$ cat src/rtl/reg_file.sv
// Architectural register file with rename tags for a RoB-based out-of-order core.
//
// Each architectural register holds a 32-bit committed value and a rename tag.
// Tag 0 means the value is ready; a nonzero tag names the RoB entry that will
// produce the register's next value. Entry 0 (x0) always reads value 0, tag 0.
//
// Ports:
//   clk_in                     system clock, rising edge
//   rst_in                     asynchronous active-high reset, clears all entries
//   rdy_in                     global enable; when low, all state holds
//   commit_flag_from_rob       commit strobe from the RoB head
//   rd_from_rob                destination register of the committing instruction
//   Q_from_rob                 RoB id of the committing instruction
//   V_from_rob                 committed result
//   rollback_flag_from_rob     mispredict flush; clears every tag
//   rename_en_from_dispatcher  dispatcher allocates a new producer
//   rename_rd_from_dispatcher  register being renamed
//   rename_Q_from_dispatcher   new tag for that register
//   rs1/rs2_from_dispatcher    source register indices
//   Q1/Q2_to_dispatcher        source tags (combinational)
//   V1/V2_to_dispatcher        source values (combinational)
module reg_file #(
  parameter int unsigned REG_NUM = 32,
  parameter int unsigned TAG_W   = 5
) (
  input  logic             clk_in,
  input  logic             rst_in,
  input  logic             rdy_in,
  input  logic             commit_flag_from_rob,
  input  logic [4:0]       rd_from_rob,
  input  logic [TAG_W-1:0] Q_from_rob,
  input  logic [31:0]      V_from_rob,
  input  logic             rollback_flag_from_rob,
  input  logic             rename_en_from_dispatcher,
  input  logic [4:0]       rename_rd_from_dispatcher,
  input  logic [TAG_W-1:0] rename_Q_from_dispatcher,
  input  logic [4:0]       rs1_from_dispatcher,
  input  logic [4:0]       rs2_from_dispatcher,
  output logic [TAG_W-1:0] Q1_to_dispatcher,
  output logic [TAG_W-1:0] Q2_to_dispatcher,
  output logic [31:0]      V1_to_dispatcher,
  output logic [31:0]      V2_to_dispatcher
);

  logic [31:0]      r_value [REG_NUM];
  logic [TAG_W-1:0] r_tag   [REG_NUM];

  // An index is writable/readable only if nonzero and inside the array.
  logic w_commit_ok;
  logic w_rename_ok;
  logic w_rs1_ok;
  logic w_rs2_ok;

  assign w_commit_ok = commit_flag_from_rob && (rd_from_rob != 5'd0) &&
                       (32'(rd_from_rob) < REG_NUM);
  assign w_rename_ok = rename_en_from_dispatcher && (rename_rd_from_dispatcher != 5'd0) &&
                       (32'(rename_rd_from_dispatcher) < REG_NUM);
  assign w_rs1_ok    = (rs1_from_dispatcher != 5'd0) && (32'(rs1_from_dispatcher) < REG_NUM);
  assign w_rs2_ok    = (rs2_from_dispatcher != 5'd0) && (32'(rs2_from_dispatcher) < REG_NUM);

  always_ff @(posedge clk_in or posedge rst_in) begin
    if (rst_in) begin
      for (int i = 0; i < int'(REG_NUM); i++) begin
        r_value[i] <= '0;
        r_tag[i]   <= '0;
      end
    end else if (rdy_in) begin
      if (w_commit_ok) begin
        r_value[rd_from_rob] <= V_from_rob;
        // Only clear the tag if no younger producer has renamed rd since.
        if ((r_tag[rd_from_rob] == Q_from_rob) && (Q_from_rob != '0)) begin
          r_tag[rd_from_rob] <= '0;
        end
      end
      // Later assignments win: rollback beats everything, rename beats commit clear.
      if (rollback_flag_from_rob) begin
        for (int i = 0; i < int'(REG_NUM); i++) begin
          r_tag[i] <= '0;
        end
      end else if (w_rename_ok) begin
        r_tag[rename_rd_from_dispatcher] <= rename_Q_from_dispatcher;
      end
    end
  end

  // Reads: committing value is forwarded when it resolves the current tag.
  // Same-cycle renames are deliberately not forwarded. Outputs are forced to 0
  // during reset so the bypass cannot leak V_from_rob.
  always_comb begin
    Q1_to_dispatcher = '0;
    V1_to_dispatcher = '0;
    Q2_to_dispatcher = '0;
    V2_to_dispatcher = '0;
    if (!rst_in && w_rs1_ok) begin
      if (commit_flag_from_rob && (rd_from_rob == rs1_from_dispatcher) &&
          (r_tag[rs1_from_dispatcher] == Q_from_rob)) begin
        V1_to_dispatcher = V_from_rob;
      end else begin
        Q1_to_dispatcher = r_tag[rs1_from_dispatcher];
        V1_to_dispatcher = r_value[rs1_from_dispatcher];
      end
    end
    if (!rst_in && w_rs2_ok) begin
      if (commit_flag_from_rob && (rd_from_rob == rs2_from_dispatcher) &&
          (r_tag[rs2_from_dispatcher] == Q_from_rob)) begin
        V2_to_dispatcher = V_from_rob;
      end else begin
        Q2_to_dispatcher = r_tag[rs2_from_dispatcher];
        V2_to_dispatcher = r_value[rs2_from_dispatcher];
      end
    end
  end

endmodule

$ cat config.mk
export PLATFORM = sky130hd
export DESIGN_NAME = reg_file
export DESIGN_NICKNAME = d
export VERILOG_FILES = /design/src/rtl/reg_file.sv
export SDC_FILE = /design/constraint.sdc
export NUM_CORES = 2
export LEC_CHECK = 0
export ABC_AREA = 0
export BUFFER_PORTS_ARGS = -buffer_cell sky130_fd_sc_hd__buf_2
export CAP_MARGIN = 15
export CORE_UTILIZATION = 65
export CTS_BUF_LIST = sky130_fd_sc_hd__clkbuf_8
export CTS_CLUSTER_DIAMETER = 120
export DETAILED_ROUTE_END_ITERATION = 6
export PLACE_DENSITY_LB_ADDON = 0.3
export SYNTH_ARGS = -nofsm -noshare
export SYNTH_HDL_FRONTEND = slang
export SYNTH_SLANG_ARGS = --single-unit
$ cat constraint.sdc
create_clock -name clk_in -period 39.6 [get_ports clk_in]
set_clock_uncertainty 0.2 [all_clocks]
set_input_delay 1.98 -clock clk_in [delete_from_list [all_inputs] [get_ports clk_in]]
set_output_delay 1.98 -clock clk_in [all_outputs]
set_load 0.05 [all_outputs]
# Word-level counts from Yosys, hierarchy flattened
# Index checks and enable logic that the tools add are counted.
# W data, S select, Z words.
[word_totals] output_inout_bits=74 word_cells=135 reg_bits=1184
[classes] n_reduce_logical=18 order_cmp=6 n_mux=36 eq_ne=5 n_bitwise=6
[op_table] cell="$bwmux W1024" count=1
[op_table] cell="$mux W160" count=5
[op_table] cell="$bmux W32 S5" count=2
[op_table] cell="$mux W32" count=9
[op_table] cell="$and A160 B160 Y160" count=1
[op_table] cell="$bwmux W160" count=1
[op_table] cell="$demux W32 S5" count=1
[op_table] cell="$not A160 Y160" count=1
[op_table] cell="$bmux W5 S5" count=3
[op_table] cell="$mux W5" count=12
[op_table] cell="$demux W5 S5" count=2
[op_table] cell="$eq A5 B5 Y1" count=5
[op_table] cell="$reduce_bool A5 Y1" count=5
[op_table] cell="$ge A6 B6 Y1 const B" count=4
[op_table] cell="$not A5 Y6" count=4
[op_table] cell="$lt A6 B1 Y1 const B" count=2
[op_table] cell="$logic_and A1 B1 Y1" count=11
[op_table] cell="$reduce_and A2 Y1" count=1
[op_table] cell="$logic_not A1 Y1" count=1

# Longest topological paths before layout
[logic_depth] ltp_word=13 mapped_depth=13 depth_no_buf=8

# Least setup slack after synthesis
# No wires, ideal clock.
[synth_path] path_kind="input to output" start="in rst_in" end="out Q1_to_dispatcher[3]" slack_ns=6.976 path_stages=3 arrival_time_ns=30.444 path_buffers=0 cell_sequence="inv_1 nand2_1 nor3_1"
[synth_between] elab_chain_cells=3
[synth_lines] element="from (decl)" line_no="27" source="input logic rst_in,"
[synth_lines] element="$logic_not A1 Y1" line_no="94" source="if (!rst_in && w_rs1_ok) begin"
[synth_lines] element="$logic_and A1 B1 Y1" line_no="94"
[synth_lines] element="$mux W5" line_no="94"
[synth_lines] element="to (decl)" line_no="39" source="output logic [TAG_W-1:0] Q1_to_dispatcher,"
# No other way between the ends.

# Final worst setup path
[layout_path] start="in rs1_from_dispatcher[0]" end="out V1_to_dispatcher[10]"
[layout_between] elab_chain_cells=8
[layout_lines] element="from (decl)" line_no="37" source="input logic [4:0] rs1_from_dispatcher,"
[layout_lines] element="$not A5 Y6 (implied by the code)" line_no="96, 100"
[layout_lines] element="$bmux W5 S5" line_no="96" source="(r_tag[rs1_from_dispatcher] == Q_from_rob)) begin"
[layout_lines] element="$mux W5 (implied by the code) (2 in series)" line_no="96"
[layout_lines] element="$eq A5 B5 Y1" line_no="96"
[layout_lines] element="$logic_and A1 B1 Y1" line_no="95" source="if (commit_flag_from_rob && (rd_from_rob == rs1_from_dispatcher) &&"
[layout_lines] element="$mux W32" line_no="95"
[layout_lines] element="$mux W32 (*)" line_no="94"
[layout_lines] element="to (decl)" line_no="41" source="output logic [31:0] V1_to_dispatcher,"
# Mark *: on every way between the ends. The rest lies on a longest branch, timed or not. The select of a mux whose other input is x is not followed.

==> implementation parameters <==
Parameter                              Value

Run status
  Status ... finished, final reports clean

Timing
  Smallest hold slack ... 0.1945 ns
  Final critical path time including I/O delays and setup ... 9.346 ns
  Portion of the clock cycle consumed by the worst path in the final layout ... 0.2360
  Setup TNS ... 0 ns
  Worst Tran Pin Value ... 1.251 ns
  Number of hold violations in the final report ... 0
  Peak Freq ... 0.1070 GHz
  Max-slew violation total from the final report ... 0
  Final number of setup-violating endpoints ... 0
  Max transition margin ... 0.1641
  Unrepaired setup endpoints after global routing ... no

Synth
  Gate Count Post-Synth ... 4446
  Number of enable-type register cells in the synthesized netlist ... 0
  Number of synthesized register bits ... 1184
  Combined area of all synthesized cells ... 66270 sq um
  Total of warnings raised by yosys ... 0
  Ys flop type ... sky130_fd_sc_hd__dfrtp_1
  Unique cell type count in the Yosys netlist ... 55
  Fraction of synthesis flops using an asynchronous set or reset pin ... 1.000
  Post-synthesis net count ... 4514
  Share of the yosys chip area belonging to registers ... 0.4471
  Synthesized area divided by synthesized cell count ... 14.91 sq um

CTS
  CTS hold repair buffers ... 0
  Maximum count of clock buffers along a single path ... 3
  Post-CTS setup repair buffer count ... 0
  Clock tree root driver cell ... sky130_fd_sc_hd__clkbuf_8
  Number of buffers created by CTS ... 194
  H-Tree Depth ... 4
  TritonCTS clock tree ... built
  Latest clock arrival within the worst-skew pair ... 0.89 ns
  Total clock sinks ... 1184
  Post-cts sizing count ... 0
  Worst-path clk slew ... 0.06 ns

Placed design
  HPWL after DPL ... 113.3 mm
  Buffers on Ports ... 141
  Cell Area, Placed ... 67710 sq um
  Routability Congestion ... 1.005

Critical path
  Type of the worst setup path ... input pin to output pin
  Worst EP required ... 37.42 ns
  Arrival time reported for the critical path endpoint ... 7.17 ns
  Crit end category ... output pin
  Worst Path Max Fanout ... 76
  Setup crit start kind ... input pin

Drt
  Residual DRC count ... 0
  Mean number of vias per cell ... 7.466
  WL/cell ... 33.09 um
  Antenna-violating nets left ... 0
  Iter 0 DRT Violations ... 4998
  Number of vias after detailed routing ... 43970
  Routed wire length ... 194.9 mm
  First drt pass iteration count ... 6

GRT
  Antenna violations before repair ... 6
  Overflow after GRT ... 0
  Pin count of the biggest net entering global routing ... 174
  Vias in the first global route ... 44830
  GRT Overall Usage ... 0.3899
  First-pass GRT wire length ... 293.7 mm

Cells and area
  Most common library cell in the layout ignoring fill and taps ... sky130_fd_sc_hd__dfrtp_1
  Synth-to-Final Area Change ... 8.271%
  Share of layout cells above drive strength 1 ... 0.5108
  Final non-filler cell area ... 71760 sq um
  Commonest non-fill, non-tap cells in the layout ... 1184 x sky130_fd_sc_hd__dfrtp_1, 996 x sky130_fd_sc_hd__mux2_2, 727 x sky130_fd_sc_hd__mux4_2
  Final-stage net count ... 4441

Die
  Number of placement rows ... 116
  Placeable core region ... 100600 sq um
  Die Span X ... 321.3 um
  Number of primary I/O pins ... 142
  Die ar. ... 103200 sq um
  Starting density of the core ... 0.6589
  Height of the die ... 321.3 um

Pwr
  Peak VDD IR ... 0.00003135 V
  Leak pwr ... 31.04 nW
  Pwr/cell area ... 43.97 nW/um^2

Hold path
  Worst min-delay path category ... flip-flop to flip-flop

Job
  Max-cap check violation count ... 0
cell usage after synthesis, drive strengths merged (2+ instances only):
cell | instances | area [sq um]
o21ai | 65 | 325.3
o211ai | 33 | 247.7
nor3b | 6 | 45.04
buf | 177 | 838.3
nand2 | 80 | 302.8
and3 | 5 | 31.28
mux2 | 996 | 11220
nand4 | 11 | 68.82
o31ai | 47 | 392.9
a22oi | 44 | 330.3
inv | 4 | 15.01
mux2i | 146 | 1461
nor2b | 18 | 112.6
a221oi | 6 | 52.55
nand2b | 53 | 331.6
xnor2 | 6 | 52.55
mux4 | 728 | 16400
o22ai | 2 | 12.51
nand3b | 63 | 473.0
a211oi | 2 | 15.01
and3b | 3 | 26.28
o2bb2ai | 20 | 175.2
clkbuf | 322 | 1209
or3b | 3 | 26.28
xor2 | 17 | 148.9
nand4b | 2 | 17.52
and2 | 12 | 75.07
nor2 | 116 | 435.4
a32oi | 2 | 17.52
nor3 | 30 | 200.2
nand3 | 33 | 165.2
a22o | 75 | 656.9
dfrtp | 1184 | 29630
nor4 | 24 | 181.4
or3 | 3 | 18.77
a21oi | 100 | 500.5
power breakdown:
part / total, W / switching (W) / internal (W)
combinational: 0.000567 / 0.000256 / 0.000311
clock: 0.00112 / 0.000524 / 0.000591
sequential: 0.00147 / 0.000118 / 0.00136
registers in the layout, indices dropped and copies added, names as in the netlist:
signal / flops
r_tag: 160
r_value: 1024
metal layers:
layer	global-route usage	part of all wire	up-vias
met5	0	0.00016	-
met4	0.2044	0.056	6
met3	0.1040	0.10	668
met2	0.5806	0.46	2536
met1	0.5331	0.38	23500
li1	-	-	17260
critical path: stages:
cell                       delay (ns)
sky130_fd_sc_hd__buf_8           0.58
sky130_fd_sc_hd__buf_4           0.85
sky130_fd_sc_hd__mux4_2          0.60
sky130_fd_sc_hd__mux4_2          0.52
sky130_fd_sc_hd__nor2b_1         0.17
sky130_fd_sc_hd__a311oi_2        0.47
sky130_fd_sc_hd__xor2_1          0.22
sky130_fd_sc_hd__nand3_2         0.10
sky130_fd_sc_hd__or2_2           0.54
sky130_fd_sc_hd__buf_4           0.38
sky130_fd_sc_hd__a21oi_1         0.21
sky130_fd_sc_hd__buf_2           0.29
worst paths after layout:
check / end / slack, ns / from / depth (start not counted)
setup / recovery: V1_to_dispatcher[10] / 30.25 / rs1_from_dispatcher[0] / 12
hold / removal: r_value[1005] / 0.19 / r_value[1005] / 0
setup reg to reg: r_tag[45] / 35.08 / r_tag[151] / 9
hold reg to reg: r_value[1005] / 0.19 / r_value[1005] / 0
max in group asynchronous: r_value[597] / 34.84 / rst_in / 5
min in group asynchronous: r_tag[69] / 1.18 / rst_in / 2
per-stage QoR:
stage	total power (W)	instances	worst slack [ns]	utilization
global route	0.003268	5887	30.07	0.7134
global placement	0.002022	5534	30.41	0.6732
detailed placement	0.002052	5534	30.35	0.6732
CTS	0.003157	5885	30.34	0.7133
finish	0.003155	5889	30.25	0.7134
floorplan	0.001902	4446	4.030	-
cell type report:
class	instances	area [sq um]
antenna	4	10.01
clock buffer	245	3372
clock inverter	106	664.4
fill	6533	28830
inverter	4	22.52
multi-input combinational	2759	34860
sequential	1184	29630
tap	1357	1698
timing repair buffer	230	1498
logic make-up after synthesis:
| group | Yosys count | synth area share |
|---|---|---|
| xor gates and xnor gates | 23 | 0.003039 |
| AOI/OAI and AO/OA | 401 | 0.04184 |
| buffers and inverters | 503 | 0.03111 |
| and+or+nand+nor | 465 | 0.03823 |
| DFF | 1184 | 0.4471 |
| muxes | 1870 | 0.4387 |
Power figures use the tool's default switching activity.
